`config.mk`:
```
export PLATFORM = sky130hd
export DESIGN_NAME = pht_update_unit
export DESIGN_NICKNAME = d
export VERILOG_FILES = /design/src/rtl/pht_update_unit_pkg.sv /design/src/rtl/pht_counter_update.sv /design/src/rtl/pht_update_unit.sv
export SDC_FILE = /design/constraint.sdc
export NUM_CORES = 1
export LEC_CHECK = 0
export ABC_AREA = 0
export BUFFER_PORTS_ARGS = -buffer_cell sky130_fd_sc_hd__buf_2
export CORE_ASPECT_RATIO = 1.25
export CORE_MARGIN = 2
export CORE_UTILIZATION = 45
export DETAILED_ROUTE_END_ITERATION = 7
export PLACE_DENSITY = 0.62
export SYNTH_ARGS = -nofsm -noshare
export SYNTH_HDL_FRONTEND = slang
export SYNTH_SLANG_ARGS = --single-unit
```
`constraint.sdc`:
```
create_clock -name clk -period 6.65 [get_ports clk]
set_clock_uncertainty 0.05 [all_clocks]
set_input_delay 0.665 -clock clk [delete_from_list [all_inputs] [get_ports clk]]
set_output_delay 0.665 -clock clk [all_outputs]
set_load 0.05 [all_outputs]
```
`src/rtl/pht_update_unit_pkg.sv`:
```
// Shared types for the two-level branch predictor: PHT entry layout, resolved-branch record,
// and the address-to-index extraction helpers used by the execute-side PHT writer.
package pht_update_unit_pkg;

  localparam int HIST_WIDTH  = 4;
  localparam int CTR_WIDTH   = 2;
  localparam int CTR_NUM     = 1 << HIST_WIDTH;
  localparam int ENTRY_WIDTH = CTR_NUM * CTR_WIDTH;

  localparam logic [CTR_WIDTH-1:0] CTR_WEAK_TAKEN = CTR_WIDTH'(1) << (CTR_WIDTH - 1);
  localparam logic [CTR_WIDTH-1:0] CTR_MAX        = '1;

  typedef logic [CTR_WIDTH-1:0] phtCtr_t;
  typedef phtCtr_t [CTR_NUM-1:0] phtEntry_t;

  typedef struct packed {
    logic [31:0]           addr;
    logic                  taken;
    logic                  isCond;
    logic                  mispred;
    logic [HIST_WIDTH-1:0] hist;
    phtEntry_t             entry;
  } branchResult_t;

  // Callers truncate to their own index width.
  function automatic logic [31:0] phtIndexOf(input logic [31:0] addr);
    return addr >> 2;
  endfunction

  function automatic logic bankOf(input logic [31:0] addr);
    return addr[2];
  endfunction

  function automatic logic [31:0] histIndexOf(input logic [31:0] addr, input int offset);
    return addr >> (2 + offset);
  endfunction

  function automatic logic [HIST_WIDTH-1:0] repairedHist(input logic [HIST_WIDTH-1:0] hist,
                                                         input logic taken);
    return {hist[HIST_WIDTH-2:0], taken};
  endfunction

endpackage

```
`src/rtl/pht_counter_update.sv`:
```
// Combinational saturating update of the one counter selected by the history value;
// zero latency, no flow control -- every other counter passes through untouched.
module pht_counter_update
  import pht_update_unit_pkg::*;
(
  input  phtEntry_t             entry,
  input  logic [HIST_WIDTH-1:0] hist,
  input  logic                  taken,
  output phtEntry_t             newEntry
);

  always_comb begin
    newEntry = entry;
    if (taken) begin
      if (entry[hist] != CTR_MAX) newEntry[hist] = entry[hist] + CTR_WIDTH'(1);
    end else begin
      if (entry[hist] != '0) newEntry[hist] = entry[hist] - CTR_WIDTH'(1);
    end
  end

endmodule

```
`src/rtl/pht_update_unit.sv`:
```
// PHT writer: queues resolved branches, issues bank-conflict-free writes the cycle after enqueue,
// repairs local history on mispredicts; in_ready drops when PORT_NUM more results might not fit.
module pht_update_unit
  import pht_update_unit_pkg::*;
#(
  parameter int PORT_NUM         = 2,
  parameter int QUEUE_DEPTH      = 8,
  parameter int INDEX_WIDTH      = 10,
  parameter int HIST_INDEX_WIDTH = 4,
  parameter int HIST_OFFSET      = 0
) (
  input  logic                                 clk,
  input  logic                                 rst,
  input  logic [PORT_NUM-1:0]                  in_valid,
  input  logic [PORT_NUM*32-1:0]               in_addr,
  input  logic [PORT_NUM-1:0]                  in_taken,
  input  logic [PORT_NUM-1:0]                  in_is_cond,
  input  logic [PORT_NUM-1:0]                  in_mispred,
  input  logic [PORT_NUM*HIST_WIDTH-1:0]       in_hist,
  input  logic [PORT_NUM*ENTRY_WIDTH-1:0]      in_entry,
  output logic                                 in_ready,
  output logic [PORT_NUM-1:0]                  pht_we,
  output logic [PORT_NUM*INDEX_WIDTH-1:0]      pht_wa,
  output logic [PORT_NUM*ENTRY_WIDTH-1:0]      pht_wv,
  output logic [PORT_NUM-1:0]                  hist_fix_valid,
  output logic [PORT_NUM*HIST_INDEX_WIDTH-1:0] hist_fix_index,
  output logic [PORT_NUM*HIST_WIDTH-1:0]       hist_fix_value,
  output logic                                 init_busy,
  output logic                                 overflow
);

  localparam int PTR_W = $clog2(QUEUE_DEPTH);
  localparam int CNT_W = PTR_W + 1;

  typedef enum logic {INIT, RUN} state_t;

  state_t                 state;
  logic [INDEX_WIDTH-1:0] sweepIdx;
  branchResult_t          queue [QUEUE_DEPTH];
  logic [PTR_W-1:0]       headPtr;
  logic [PTR_W-1:0]       tailPtr;
  logic [CNT_W-1:0]       count;
  logic                   overflowReg;

  branchResult_t    laneRec  [PORT_NUM];
  branchResult_t    headRec  [PORT_NUM];
  phtEntry_t        updEntry [PORT_NUM];
  logic [PTR_W-1:0] pushSlot [PORT_NUM];
  logic [CNT_W-1:0] pushCount;
  logic [CNT_W-1:0] popCount;
  logic [PORT_NUM-1:0] issue;
  logic             runActive;

  // rst gates the RUN path combinationally so a reset cycle never retires queued work.
  assign runActive = (state == RUN) && !rst;
  assign in_ready  = runActive && (count <= CNT_W'(QUEUE_DEPTH - PORT_NUM));
  assign init_busy = (state == INIT) || rst;
  assign overflow  = overflowReg;

  always_comb begin
    pushCount = '0;
    for (int p = 0; p < PORT_NUM; p++) begin
      laneRec[p].addr    = in_addr[p*32 +: 32];
      laneRec[p].taken   = in_taken[p];
      laneRec[p].isCond  = in_is_cond[p];
      laneRec[p].mispred = in_mispred[p];
      laneRec[p].hist    = in_hist[p*HIST_WIDTH +: HIST_WIDTH];
      laneRec[p].entry   = in_entry[p*ENTRY_WIDTH +: ENTRY_WIDTH];
      pushSlot[p]        = tailPtr + PTR_W'(pushCount);
      if (in_valid[p]) pushCount = pushCount + CNT_W'(1);
    end
  end

  // An entry issues only if every older candidate issued and none shares its bank.
  always_comb begin
    popCount = '0;
    issue    = '0;
    for (int k = 0; k < PORT_NUM; k++) begin
      headRec[k] = queue[headPtr + PTR_W'(k)];
      issue[k]   = runActive && (count > CNT_W'(k));
      for (int j = 0; j < k; j++) begin
        if (!issue[j] || (bankOf(headRec[j].addr) == bankOf(headRec[k].addr))) issue[k] = 1'b0;
      end
      if (issue[k]) popCount = popCount + CNT_W'(1);
    end
  end

  for (genvar p = 0; p < PORT_NUM; p++) begin : gCtr
    pht_counter_update uCtr (
      .entry   (headRec[p].entry),
      .hist    (headRec[p].hist),
      .taken   (headRec[p].taken),
      .newEntry(updEntry[p])
    );
  end

  always_comb begin
    pht_we         = '0;
    pht_wa         = '0;
    pht_wv         = '0;
    hist_fix_valid = '0;
    hist_fix_index = '0;
    hist_fix_value = '0;
    if (state == INIT) begin
      pht_we[0]                = 1'b1;
      pht_wa[0 +: INDEX_WIDTH] = sweepIdx;
      pht_wv[0 +: ENTRY_WIDTH] = {CTR_NUM{CTR_WEAK_TAKEN}};
    end else begin
      for (int p = 0; p < PORT_NUM; p++) begin
        if (issue[p]) begin
          pht_we[p]                                 = 1'b1;
          pht_wa[p*INDEX_WIDTH +: INDEX_WIDTH]      = INDEX_WIDTH'(phtIndexOf(headRec[p].addr));
          pht_wv[p*ENTRY_WIDTH +: ENTRY_WIDTH]      = updEntry[p];
          if (headRec[p].isCond && headRec[p].mispred) begin
            hist_fix_valid[p] = 1'b1;
            hist_fix_index[p*HIST_INDEX_WIDTH +: HIST_INDEX_WIDTH] =
              HIST_INDEX_WIDTH'(histIndexOf(headRec[p].addr, HIST_OFFSET));
            hist_fix_value[p*HIST_WIDTH +: HIST_WIDTH] =
              repairedHist(headRec[p].hist, headRec[p].taken);
          end
        end
      end
    end
  end

  always_ff @(posedge clk) begin
    if (rst) begin
      state       <= INIT;
      sweepIdx    <= '0;
      headPtr     <= '0;
      tailPtr     <= '0;
      count       <= '0;
      overflowReg <= 1'b0;
    end else begin
      if (state == INIT) begin
        sweepIdx <= sweepIdx + INDEX_WIDTH'(1);
        if (sweepIdx == '1) state <= RUN;
      end
      headPtr <= headPtr + PTR_W'(popCount);
      tailPtr <= tailPtr + (in_ready ? PTR_W'(pushCount) : PTR_W'(0));
      count   <= count + (in_ready ? pushCount : CNT_W'(0)) - popCount;
      if ((|in_valid) && !in_ready) overflowReg <= 1'b1;
    end
  end

  // Storage carries no reset; occupancy is tracked solely by the pointers and count.
  always_ff @(posedge clk) begin
    if (in_ready) begin
      for (int p = 0; p < PORT_NUM; p++) begin
        if (in_valid[p]) queue[pushSlot[p]] <= laneRec[p];
      end
    end
  end

endmodule

```
Yosys cells after proc, flatten, opt, wreduce, memory -nomap -nowiden
Memories as Yosys holds them, arrays and structs flattened. A register that Yosys moved wholly into a read port is not among the register bits.
Cells that the tools add are included.
{ "word_totals": {"ramBits": 568, "mem_bits_ro": 0, "out_inout_bits": 107, "inputBits": 146, "latch_bits": 0, "wordCells": 110, "regBits": 22, "memories": 1} }
{ "mem_list": {"columns": ["memory", "depth", "word_bits", "rd", "rd_clocked_by_memory_dff", "wr", "line", "text"], "rows": [
  ["queue", 8, 71, 2, 1, 2, "pht_update_unit.sv:39", "branchResult_t queue [QUEUE_DEPTH];"]
]} }
{ "op_classes": {"shift": 0, "multipliers": 0, "reduce_logical": 17, "div_mod_pow": 0, "n_addsub": 13, "n_lt_le_gt_ge": 7, "eq_ne": 4, "muxes": 61, "bitwise_logic": 1} }
{ "op_table": {"columns": ["cell", "n"], "rows": [
  ["32-bit 2-to-1 mux", 10],
  ["32-bit bitwise mux", 4],
  ["10-bit 2-to-1 mux", 4],
  ["4-bit 2-to-1 mux", 9],
  ["1-bit 2-to-1 mux", 19],
  ["2-bit binary-select mux with 4-bit select", 2],
  ["2-bit demux with 4-bit select", 2],
  ["2-bit 2-to-1 mux", 8],
  ["8-bit 2-to-1 mux", 2],
  ["10-bit by 1-bit adder with 10-bit output (second input constant)", 1],
  ["10-bit == test (second input constant)", 1],
  ["4-bit by 5-bit < comparator with 1-bit output (second input constant)", 2],
  ["1-bit logical AND", 9],
  ["4-bit by 1-bit greater-or-equal comparator with 1-bit output (second input constant)", 2],
  ["4-bit by 1-bit > comparator with 1-bit output (second input constant)", 2],
  ["2-bit by 1-bit adder with 2-bit output (second input constant)", 2],
  ["4-bit by 1-bit adder with 4-bit output (second input constant)", 1],
  ["4-bit by 2-bit adder with 4-bit output", 1],
  ["4-bit by 3-bit less-or-equal comparator with 1-bit output (second input constant)", 1],
  ["2-bit != test (second input constant)", 2],
  ["2-bit nonzero test", 2],
  ["2-bit by 1-bit subtractor with 2-bit output (second input constant)", 2],
  ["4-bit subtractor", 1],
  ["3-bit by 1-bit adder with 3-bit output", 1],
  ["other kinds (10)", 13]
]} }

Longest topological paths before layout
Gate-level depths: netlist (run 1).
An unclocked memory read counts as a cell.
{ "depth": {"word_depth": 11, "mapped_depth": 19, "depth_no_buf": 14} }

By module
From an unflattened synthesis (run 1), not the netlist that was laid out.
{ "unflattened": {"hier_cells": 1798, "hier_area_um2": 27017.2} }
{ "by_module_without_submodules": {"columns": ["mod", "cells_each", "seq_area_each_um2", "area_each_um2", "n_inst"], "rows": [
  ["pht_update_unit", 1496, 12211.7, 24354.6, 1],
  ["pht_counter_update at gCtr[0].uCtr", 155, 0.0, 1411.4, 1],
  ["pht_counter_update at gCtr[1].uCtr", 147, 0.0, 1251.2, 1]
]} }

Worst setup path after synthesis (run 1)
OpenSTA, ideal clock, no wires.
{ "synth_path": {"kind": "input to register", "start": "input port rst", "end": "memory queue[0][0] in the netlist's numbering (enable)", "slack_ns": -0.145, "arrival_time_ns": 6.216, "cell_stages": 5, "setup_ns": 0.529, "required_ns": 6.071, "path_buffers": 0, "path_cell_list": "nor2b_1 > inv_1 > a311oi_2 > nand3_1 > o31ai_1"} }
{ "synth_lines": {"columns": ["element", "line", "text"], "rows": [
  ["start: declaration", "pht_update_unit.sv:13", "input logic rst,"],
  ["end: declaration", "pht_update_unit.sv:39", null]
]} }

==> results of run 1 <==
-- flip-flops by register name, indices dropped and copies added (netlist names) --
signal    flops
queue       392
sweepIdx     10
count         4
headPtr       3
tailPtr       3
overflow      1
state         1
-- worst max-delay path: stages, from the launching register on --
cell,delay [ns]
dfxtp_4,0.45
buf_12,0.40
buf_4,0.54
mux4_2,0.56
mux2_2,0.30
mux2i_1,0.14
o22ai_1,0.10
o21ai_1,0.26
and2_1,0.19
inv_1,0.05
ha_1,0.20
or3_1,0.50
nor2_1,0.18
a21oi_1,0.09
o21ai_0,0.62
buf_2,0.39
-- synthesized netlist by cell type (6+ instances only) --
master | number | area share (%)
and2_1 | 8 | 0.19
nor2b_1 | 12 | 0.29
nor3_1 | 15 | 0.29
buf_4 | 12 | 0.34
buf_6 | 6 | 0.26
a221oi_1 | 20 | 0.67
mux4_2 | 178 | 15
a21oi_1 | 34 | 0.65
clkbuf_1 | 38 | 0.55
o22ai_1 | 21 | 0.50
mux2i_1 | 102 | 3.9
inv_1 | 32 | 0.46
mux2_2 | 439 | 19
nor2_1 | 98 | 1.4
nand3_1 | 32 | 0.61
nand2_1 | 99 | 1.4
ha_1 | 19 | 0.91
buf_2 | 55 | 1.1
edfxtp_1 | 392 | 45
o21ai_1 | 15 | 0.29
buf_1 | 15 | 0.22
xnor2_1 | 12 | 0.40
and3_1 | 11 | 0.26
dfxtp_1 | 22 | 1.7
o21ai_0 | 31 | 0.59
a211oi_1 | 10 | 0.29
-- cell type report --
class	instances	area share (%)
Multi-Input combinational cell	1245	45.04
Antenna cell	5	0.04225
Sequential cell	414	41.27
Clock inverter	21	0.4521
Clock buffer	58	4.039
Inverter	35	0.4521
Tap cell	750	3.169
Timing Repair Buffer	270	5.535
-- power breakdown --
part / total (W) / switching [W] / internal, W
Clock: 0.00234 / 0.00104 / 0.00130
Combinational: 0.000221 / 0.000108 / 0.000113
Sequential: 0.00285 / 0.00000198 / 0.00285
Total: 0.00541 / 0.00115 / 0.00427
-- final timing paths --
check | slack, ns | endpoint
hold reg to reg | 0.42 | overflow
hold / removal | 0.42 | overflow
setup reg to reg | 1.25 | count[3]
setup / recovery | 0.24 | pht_wv[28]
-- logic make-up after synthesis --
kind of cell / count (synthesis) / share of synthesized area [%]
simple gates: 304 / 5.424
flops: 414 / 46.68
fa+ha+maj: 23 / 1.215
xor+xnor: 18 / 0.6313
buf+inv: 161 / 2.927
compound gates: 168 / 4.257
mux: 732 / 38.87
-- placed cells by master, fill, tap and decap left out, types with 10 or more instances in the layout --
| cell | count |
|---|---|
| a211oi_1 | 10 |
| buf_2 | 208 |
| inv_1 | 32 |
| a221oi_1 | 20 |
| clkbuf_16 | 46 |
| nand3_1 | 32 |
| dfxtp_1 | 19 |
| nor2_1 | 98 |
| clkbuf_1 | 12 |
| o22ai_1 | 21 |
| mux4_2 | 178 |
| ha_1 | 18 |
| o21ai_0 | 29 |
| nor3_1 | 13 |
| nor2b_1 | 12 |
| mux2_2 | 439 |
| o21ai_1 | 15 |
| mux2i_1 | 101 |
| nand2_1 | 97 |
| edfxtp_1 | 392 |
| xnor2_1 | 11 |
| a21oi_1 | 34 |
| buf_4 | 52 |
| clkinv_2 | 10 |
-- what timing repair did --
item | CTS | global route
setup endpoints to repair | 0 | 27
gates resized for setup | 0 | 3
buffers inserted | 0 | 4
-- stage by stage --
step                      worst slack (ns)  cell area [sq um]  util [%]
final                               0.2450              29610     51.61
after global routing               0.03668              29600     51.59
after CTS                          0.01143              29510     51.42
after detailed placement            0.6640              28180     49.10
after global placement              0.7922              28180     49.10
after floorplan                   0.003729              26170         -
-- routing by layer --
layer / part of all wire, % / vias to the layer above / track usage [%]
li1: - / 7658 / -
met3: 8.3 / 146 / 5.044
met4: 2.8 / 16 / 8.301
met2: 48 / 831 / 45.38
met1: 41 / 9408 / 37.87
met5: 0.12 / - / 0
==> results_dict.tcl, run 1 <==
set metrics [dict create \
    syn_to_final_growth_pct 13.21 \
    syn_avg_cell_area_sq_um 14.37 \
    ys_seq_area_share_pct 46.68 \
    place_congestion 0.9019 \
    layout.nets 2179 \
    critical_path_arrival_ns 5.69 \
    grt_overflow 0 \
    hold_buffers 0 \
    leakage_nw 9.694 \
    reg2regPathDepth 16 \
    grt_pass1_vias 18150 \
    clk_pin_slew_ns 0.06 \
    syn_nets 1989 \
    coreArea_sq_um 57390 \
    num_vias 18060 \
    nFillCells 4959 \
    synth-edff-count 392 \
    whs_ns 0.4202 \
    cts.sink_count 414 \
    synth_area_sq_um 26160 \
    rsz0062_at_grt "false" \
    drtAntennaViolNets 0 \
    wl_per_cell_um 30.12 \
    io_buffers 208 \
    root_buffer "clkbuf_16" \
    syn_inst 1820 \
    drt-initial-drc-count 1982 \
    initial_core_util_pct 45.59 \
    hold_viol 0 \
    maxCapViolCount 0 \
    cts.htree.levels 2 \
    antenna_found_initial 11 \
    synth_flop_cell "edfxtp_1" \
    multi_input_area_sq_um 13340 \
    synth_warnings 0 \
    critPathLaunchType "register" \
    post-route-drc-count 0 \
    endpoint_kind "primary output" \
    synth-async-reset-ratio_pct 0 \
    die_area_sq_um 60090 \
    tns_ns 0 \
    worst_pin_slew_ns 1.185 \
    grt_pass1_wl_mm 121.0 \
    tritoncts "yes" \
    fin_crit_ns 6.405 \
    routed_wl_mm 84.28 \
    fin_cells 2798 \
    worstReg2RegStart "headPtr[1]" \
    die_x_um 219.7 \
    synth_cell_types 70 \
    cts_made_buffers 44 \
    yosys_register_bits 414 \
    hold_depth 2 \
    dp.cells 2710 \
    grt_start_max_net_pins 86 \
    critPathKind "register to primary output" \
    vdd_ir_drop_max_mv 0.2069 \
    die_y_um 273.6 \
    crit_required_ns 5.93 \
    crit_start "headPtr[0]" \
    power.total_w 0.005415 \
    layout-drive-gt1-share_pct 48.60 \
    min_path_type "register to register" \
    seq_area_sq_um 12220 \
    slew_viol_final 0 \
    clock.fmax_ghz 0.1561 \
    clock_path_buffers 3 \
    vias_per_cell 6.454 \
    slew_headroom_pct 20.68 \
    fin_crit_sh_pct 96.32 \
    status "finished, final reports clean" \
    critPathMaxFanout 73 \
    setup_viol 0 \
    rows 98 \
    p_per_area_nw_per_um2 182.8 \
    detail_route.first_pass.iterations 6 \
    holdCritStartpoint "overflow" \
    insertion_delay_ns 0.59 \
    grt_use_total_pct 27.77 \
    dpl.hpwl_mm 53.49 \
    top_level_ports 253 \
]
Power figures use the tool's default switching activity.
==> run 2: changes to the inputs <==
--- a/config.mk
+++ b/config.mk
@@ -7,11 +7,14 @@
 export LEC_CHECK = 0
 export ABC_AREA = 0
 export BUFFER_PORTS_ARGS = -buffer_cell sky130_fd_sc_hd__buf_2
+export CELL_PAD_IN_SITES_DETAIL_PLACEMENT = 1
+export CELL_PAD_IN_SITES_GLOBAL_PLACEMENT = 2
 export CORE_ASPECT_RATIO = 1.25
 export CORE_MARGIN = 2
-export CORE_UTILIZATION = 45
+export CORE_UTILIZATION = 43
 export DETAILED_ROUTE_END_ITERATION = 7
-export PLACE_DENSITY = 0.62
+export GPL_TIMING_DRIVEN = 0
+export PLACE_DENSITY = 0.8
 export SYNTH_ARGS = -nofsm -noshare
 export SYNTH_HDL_FRONTEND = slang
 export SYNTH_SLANG_ARGS = --single-unit
==> run 2 against run 1 <==
Effect of this change:
- sequential share of layout area decreased by 1.7 points
- worst setup slack worse by 0.11 ns
- global-route usage grew 4.5 points
- via count grew 5.0%
- first-iteration DRC count is 15% lower
- combinational power rose by 5%
- design area rose by 4.3%
- largest power group unchanged
- highest routed layer unchanged
==> results_dict.tcl, run 2 (synthesized netlist as in run 1, its figures left out) <==
set metrics [dict create \
    drtAntennaViolNets 0 \
    syn_to_final_growth_pct 18.04 \
    wl_per_cell_um 34.93 \
    p_seq_share_pct 50.0 \
    fin_area_sq_um 30880 \
    critPathKind "register to primary output" \
    r2r_slack_ns 0.86 \
    tns_ns 0 \
    intPower_w 0.004496 \
    rows 101 \
    setup_viol 0 \
    slew_viol_final 0 \
    grt_pass1_wl_mm 143.9 \
    root_buffer "clkbuf_16" \
    num_vias 18970 \
    die_y_um 279.8 \
    hold_buffers 0 \
    cts_made_buffers 44 \
    cts.htree.levels 2 \
    place_congestion 0.9509 \
    layout_commonest_cell "mux2_2" \
    slew_headroom_pct 10.84 \
    fin_crit_ns 6.520 \
    reg2regPathDepth 17 \
    maxCapViolCount 0 \
    io_buffers 208 \
    endpoint "pht_wv[60]" \
    critPathLaunchType "register" \
    detail_route.first_pass.iterations 5 \
    initial_core_util_pct 43.31 \
    worstReg2RegStart "headPtr[1]" \
    grt_use_total_pct 32.26 \
    power.total_w 0.005705 \
    top_level_ports 253 \
    clk_pin_slew_ns 0.06 \
    clock_path_buffers 3 \
    antenna_found_initial 12 \
    worst_pin_slew_ns 1.337 \
    drt-initial-drc-count 1683 \
    tritoncts "yes" \
    p_comb_share_pct 4.1 \
    crit_start "headPtr[1]" \
    die_x_um 224.6 \
    critPathMaxFanout 10 \
    post-route-drc-count 0 \
    p_clk_share_pct 46.0 \
    largest_reg_flops 392 \
    grt_pass1_vias 20050 \
    endpoint_kind "primary output" \
    vdd_ir_drop_max_mv 0.1636 \
    leakage_nw 10.24 \
    critical_path_arrival_ns 5.80 \
    cts.sink_count 414 \
    routed_wl_mm 102.0 \
    dpl_cell_area_sq_um 28720 \
    p_per_area_nw_per_um2 184.8 \
    layout.nets 2274 \
    r2r_end "count[3]" \
    dp.cells 2821 \
    p_switching_w 0.001209 \
    hold_viol 0 \
    fin_crit_sh_pct 98.04 \
    clock.fmax_ghz 0.1534 \
    grt_overflow 0 \
    p_sw_share_pct 21.18 \
    crit_required_ns 5.93 \
    insertion_delay_ns 0.60 \
    status "finished, final reports clean" \
    layout_common_cells "mux2_2 (439), edfxtp_1 (392), buf_2 (231)" \
    layout-drive-gt1-share_pct 50.19 \
    fin_cells 2919 \
    dpl.hpwl_mm 73.86 \
    min_path_type "primary input to register" \
    fin_ws_ns 0.1301 \
    coreArea_sq_um 60410 \
    vias_per_cell 6.498 \
    grt_start_max_net_pins 28 \
    preCtsSetupSlack_ns -0.7405 \
    die_area_sq_um 62840 \
]
==> run 2: changes by cell type in the layout (fill, tap and decap cells not counted), moves of 6 or more <==
cell | previous run | this run
clkbuf_1 | 12 | 43
buf_2 | 208 | 231
mux2i_1 | 101 | 81
buf_1 | 0 | 15
mux2i_4 | 4 | 18
buf_4 | 52 | 39
buf_6 | 0 | 11
a221oi_1 | 20 | 11
a221oi_2 | 0 | 9
buf_16 | 1 | 8
buf_8 | 0 | 6
bufinv_16 | 1 | 7
clkbuf_4 | 0 | 6
mux2i_2 | 4 | 10
==> run 2: final cells by class <==
class	instances	area, sq um
diodes	7	17.52
plain buffers	125	744.5
clock buffers	54	1181
clock inverters	27	311.5
fillers	6003	29530
inverters	35	133.9
multi-input cells	1245	13660
flip-flops and latches	414	12210
well taps	772	965.9
repair buffers	240	1652
==> run 2: layer usage <==
layer	vias up	share of wire (%)	track usage (%)
li1	7882	-	-
met1	10030	37	38.82
met2	814	51	56.95
met3	234	6.7	5.402
met4	12	4.3	13.91
met5	-	0.068	0
==> run 2: worst min-delay path by stage <==
stage | from | end | cells after the start | slack, ns
after global placement | overflow | overflow | 2 | 0.40
final | rst | headPtr[0] | 2 | 0.25
after detailed placement | overflow | overflow | 2 | 0.41
after floorplan | sweepIdx[2] | sweepIdx[2] | 2 | 0.44
after global routing | rst | headPtr[0] | 2 | 0.24
after CTS | rst | headPtr[0] | 2 | 0.22
==> run 2: critical path, cell delays in order (launching register included) <==
cell and delay, ns:
dfxtp_2 0.39, ha_1 0.31, buf_4 0.17, buf_6 0.20, buf_6 0.20, buf_8 0.23
mux4_2 0.52, mux2i_1 0.49, mux2_2 0.26, o22ai_1 0.07, a22o_1 0.23, or3_1 0.35
ha_1 0.28, mux2i_4 0.30, and2_1 0.26, nand2_1 0.11, mux2_2 0.30, nor2_1 0.20
buf_4 0.26
==> run 2: what timing repair did <==
action	4_1_cts	5_1_grt
hold endpoints to repair	0	0
resized for setup	86	40
setup buffers	4	7
endpoints found under the setup margin	64	55
==> run 2: power by group through the flow <==
stage | clock network [W] | logic, W | registers [W]
5_1_grt | 0.00273 | 0.000252 | 0.00285
3_3_place_gp | 0 | 0.000210 | 0.00291
2_1_floorplan | 0 | 0.000119 | 0.00291
4_1_cts | 0.00265 | 0.000228 | 0.00285
6_report | 0.00262 | 0.000232 | 0.00285
3_5_place_dp | 0 | 0.000224 | 0.00291
==> run 2: per-stage QoR <==
stage | util [%] | hold WS, ns
after CTS | 50.71 | 0.2248
after global placement | 46.64 | 0.3970
after detailed placement | 47.55 | 0.4127
after global routing | 51.11 | 0.2429
after floorplan | - | 0.4402
final | 51.12 | 0.2456
==> run 3: changes to the inputs <==
--- a/config.mk
+++ b/config.mk
@@ -11,10 +11,11 @@
 export CELL_PAD_IN_SITES_GLOBAL_PLACEMENT = 2
 export CORE_ASPECT_RATIO = 1.25
 export CORE_MARGIN = 2
-export CORE_UTILIZATION = 43
+export CORE_UTILIZATION = 40
 export DETAILED_ROUTE_END_ITERATION = 7
 export GPL_TIMING_DRIVEN = 0
-export PLACE_DENSITY = 0.8
+export PLACE_DENSITY = 0.77
 export SYNTH_ARGS = -nofsm -noshare
 export SYNTH_HDL_FRONTEND = slang
+export SYNTH_HIERARCHICAL = 1
 export SYNTH_SLANG_ARGS = --single-unit
==> constraint.sdc (replaced) <==
create_clock -name clk -period 5.9 [get_ports clk]
set_clock_uncertainty 0.05 [all_clocks]
set_input_delay 0.59 -clock clk [delete_from_list [all_inputs] [get_ports clk]]
set_output_delay 0.59 -clock clk [all_outputs]
set_load 0.05 [all_outputs]
==> run 3 against run 2 <==
Effect of this change:
- core utilization down 3.2 points
- clock-buffer cell count grew 6
- cell count is 2.2% higher
- first-iteration DRC count down 16%
- combinational power grew 11%
- total power rose by 8.0%
- clock power rose by 3%
- global-route usage is 4.1 points lower
- synthesized area grew 3.3%
- critical path type unchanged
- largest cell class unchanged
==> results_dict.tcl, run 3 <==
set metrics [dict create \
    final_util_pct 47.95 \
    die_area_sq_um 69650 \
    slew_headroom_pct 25.09 \
    crit_required_ns 5.26 \
    hold_depth 2 \
    vias_per_cell 6.289 \
    setup_viol 0 \
    synth_warnings 6 \
    crit_path_frequent_cell "buf_12" \
    busiest_layer "met2" \
    syn_nets 1967 \
    worstReg2RegStart "headPtr[1]" \
    yosysTopAreaCellShare_pct 43.57 \
    holdCritStartpoint "rst" \
    hold_buffers 0 \
    clock.fmax_ghz 0.1703 \
    insertion_delay_ns 0.58 \
    critPathTopFamily "multiplexers" \
    drt-initial-drc-count 1417 \
    met3_usage_pct 5.282 \
    use_met1_pct 34.32 \
    p_per_area_nw_per_um2 192.1 \
    fin_crit_sh_pct 99.54 \
    post-route-drc-count 0 \
    r2r_end "count[3]" \
    worst_pin_slew_ns 1.115 \
    critPathMaxStageDelay_ns 0.52 \
    root_buffer "clkbuf_16" \
    synth_area_leader_cell "edfxtp_1" \
    drtAntennaViolNets 0 \
    grt_start_max_net_pins 20 \
    antenna_found_initial 11 \
    layout.nets 2250 \
    syn_avg_cell_area_sq_um 15.03 \
    grt_pass1_wl_mm 141.3 \
    hold_end "headPtr[0]" \
    top_level_ports 253 \
    layout_commonest_cell "mux2_2" \
    maxCapViolCount 0 \
    grt_overflow 0 \
    post-synth-top-count-cell "mux2_2" \
    cts.htree.levels 2 \
    ys_seq_area_share_pct 45.20 \
    synth_area_sq_um 27020 \
    synth.area.top_cells "edfxtp_1 (44%), mux2_2 (20%), mux4_2 (17%)" \
    min_path_type "primary input to register" \
    power.total_w 0.006159 \
    routed_wl_mm 98.53 \
    coreArea_sq_um 66840 \
    layout-drive-gt1-share_pct 56.82 \
    hold_viol 0 \
    vdd_ir_drop_max_mv 0.2092 \
    die_x_um 236.5 \
    reg2regPathDepth 15 \
    synth_cell_types 72 \
    status "finished, final reports clean" \
    largest_reg_flops 392 \
    num_vias 18760 \
    critical_path_arrival_ns 5.23 \
    fin_crit_ns 5.873 \
    wl_per_cell_um 33.03 \
    place_congestion 0.8294 \
    slew_viol_final 0 \
    leakage_nw 10.47 \
    yosys_register_bits 414 \
    gr-usage-met2_pct 49.07 \
    dpl.hpwl_mm 71.73 \
    cts.sink_count 414 \
    r2r_slack_ns 1.16 \
    layout_common_cells "mux2_2 (484), edfxtp_1 (392), buf_2 (218)" \
    grt_pass1_vias 19810 \
    yosys-top-cells-count "mux2_2 (486), edfxtp_1 (392), mux4_2 (204), buf_2 (82), nand2_1 (72)" \
    critPathMaxFanout 10 \
    initial_core_util_pct 40.42 \
    fin_area_sq_um 32050 \
    path_cells "ha_4 > buf_6 > buf_12 > buf_12 > buf_8 > mux4_2 > mux2_2 > mux4_2 > mux2i_4 > mux2i_1 > ha_2 > mux2_4 > buf_12 > nor3_2 > mux2_2 > nor3b_2 > buf_4" \
    slowest_stage "mux4_2" \
    io_buffers 208 \
    rsz0062_at_grt "true" \
    tritoncts "yes" \
    grt_use_total_pct 28.18 \
    clock_path_buffers 3 \
    synth_flop_cell "edfxtp_1" \
    syn_to_final_growth_pct 18.64 \
    endpoint_kind "primary output" \
    detail_route.first_pass.iterations 5 \
    dpl_cell_area_sq_um 29840 \
    die_y_um 294.6 \
    rows 106 \
    critPathLaunchType "register" \
    synth-edff-count 392 \
    cts_made_buffers 44 \
    syn_inst 1798 \
    clk_pin_slew_ns 0.06 \
    synth-async-reset-ratio_pct 0 \
    critPathBufInv 6 \
    critPathKind "register to primary output" \
]
==> run 3: changes by cell type in the layout (fill, tap and decap cells not counted), sizes merged, moves of 26 or more <==
cell / change
mux2i: -80
mux2: +70
nor2: -36
nor3b: +32
buf: +28
nand3: -28
o21ai: -28
nand2: -27
mux4: +26
==> run 3: kinds of logic after synthesis <==
logic type / after synthesis / synth area share [%]
xor+xnor: 15 / 0.4863
compound gates: 117 / 3.168
fa+ha+maj: 23 / 1.176
mux: 748 / 39.73
flops: 414 / 45.20
buf+inv: 178 / 3.561
simple gates: 303 / 6.678
==> run 3: metal layers <==
metal | up-vias | wire, um
met5 | - | 60
met2 | 791 | 50010
li1 | 7857 | -
met3 | 203 | 6254
met1 | 9899 | 38270
met4 | 10 | 3940
==> run 3: worst max-delay path by stage <==
stage | start | slack (ns) | endpoint | cells past startpoint
final | headPtr[1] | 0.03 | pht_wv[44] | 17
after global routing | headPtr[0] | -0.05 | pht_wv[20] | 16
after CTS | headPtr[1] | -0.16 | pht_wv[32] | 17
after detailed placement | headPtr[1] | -1.26 | pht_wv[63] | 17
after global placement | rst | -4.61 | queue[0][22] | 5
after floorplan | rst | 0.04 | queue[0][0] | 4
==> run 3: power by group <==
part / total (W) / internal [W] / switching [W]
registers: 0.00321 / 0.00321 / 0.00000245
clock network: 0.00269 / 0.00149 / 0.00119
logic: 0.000258 / 0.000127 / 0.000131
==> run 3: metrics by stage <==
stage / cells / setup TNS [ns] / hold slack [ns] / setup slack (ns)
floorplan: 1798 / 0 / 0.4343 / 0.04051
global placement: 2870 / -862.78 / 0.4566 / -4.613
detailed placement: 2896 / -44.47 / 0.4771 / -1.263
CTS: 2976 / -1.562 / 0.1632 / -0.1559
global route: 2981 / -0.3544 / 0.1960 / -0.05093
finish: 2983 / 0 / 0.1865 / 0.02742
==> run 3: repair_timing <==
| item | in CTS | in global routing |
|---|---|---|
| setup endpoints to repair | 64 | 57 |
| resized for setup | 188 | 51 |
| setup buffers | 6 | 1 |
| pin swaps | 0 | 0 |
==> run 3: area by class of cell <==
class / instances / area, sq um
Multi-Input combinational cell: 1206 / 14300
Sequential cell: 414 / 12210
Buffer: 144 / 1204
Clock buffer: 60 / 1192
Clock inverter: 17 / 128.9
Tap cell: 864 / 1081
Timing Repair Buffer: 241 / 1804
Antenna cell: 7 / 17.52
Fill cell: 6636 / 34790
Inverter: 30 / 113.9
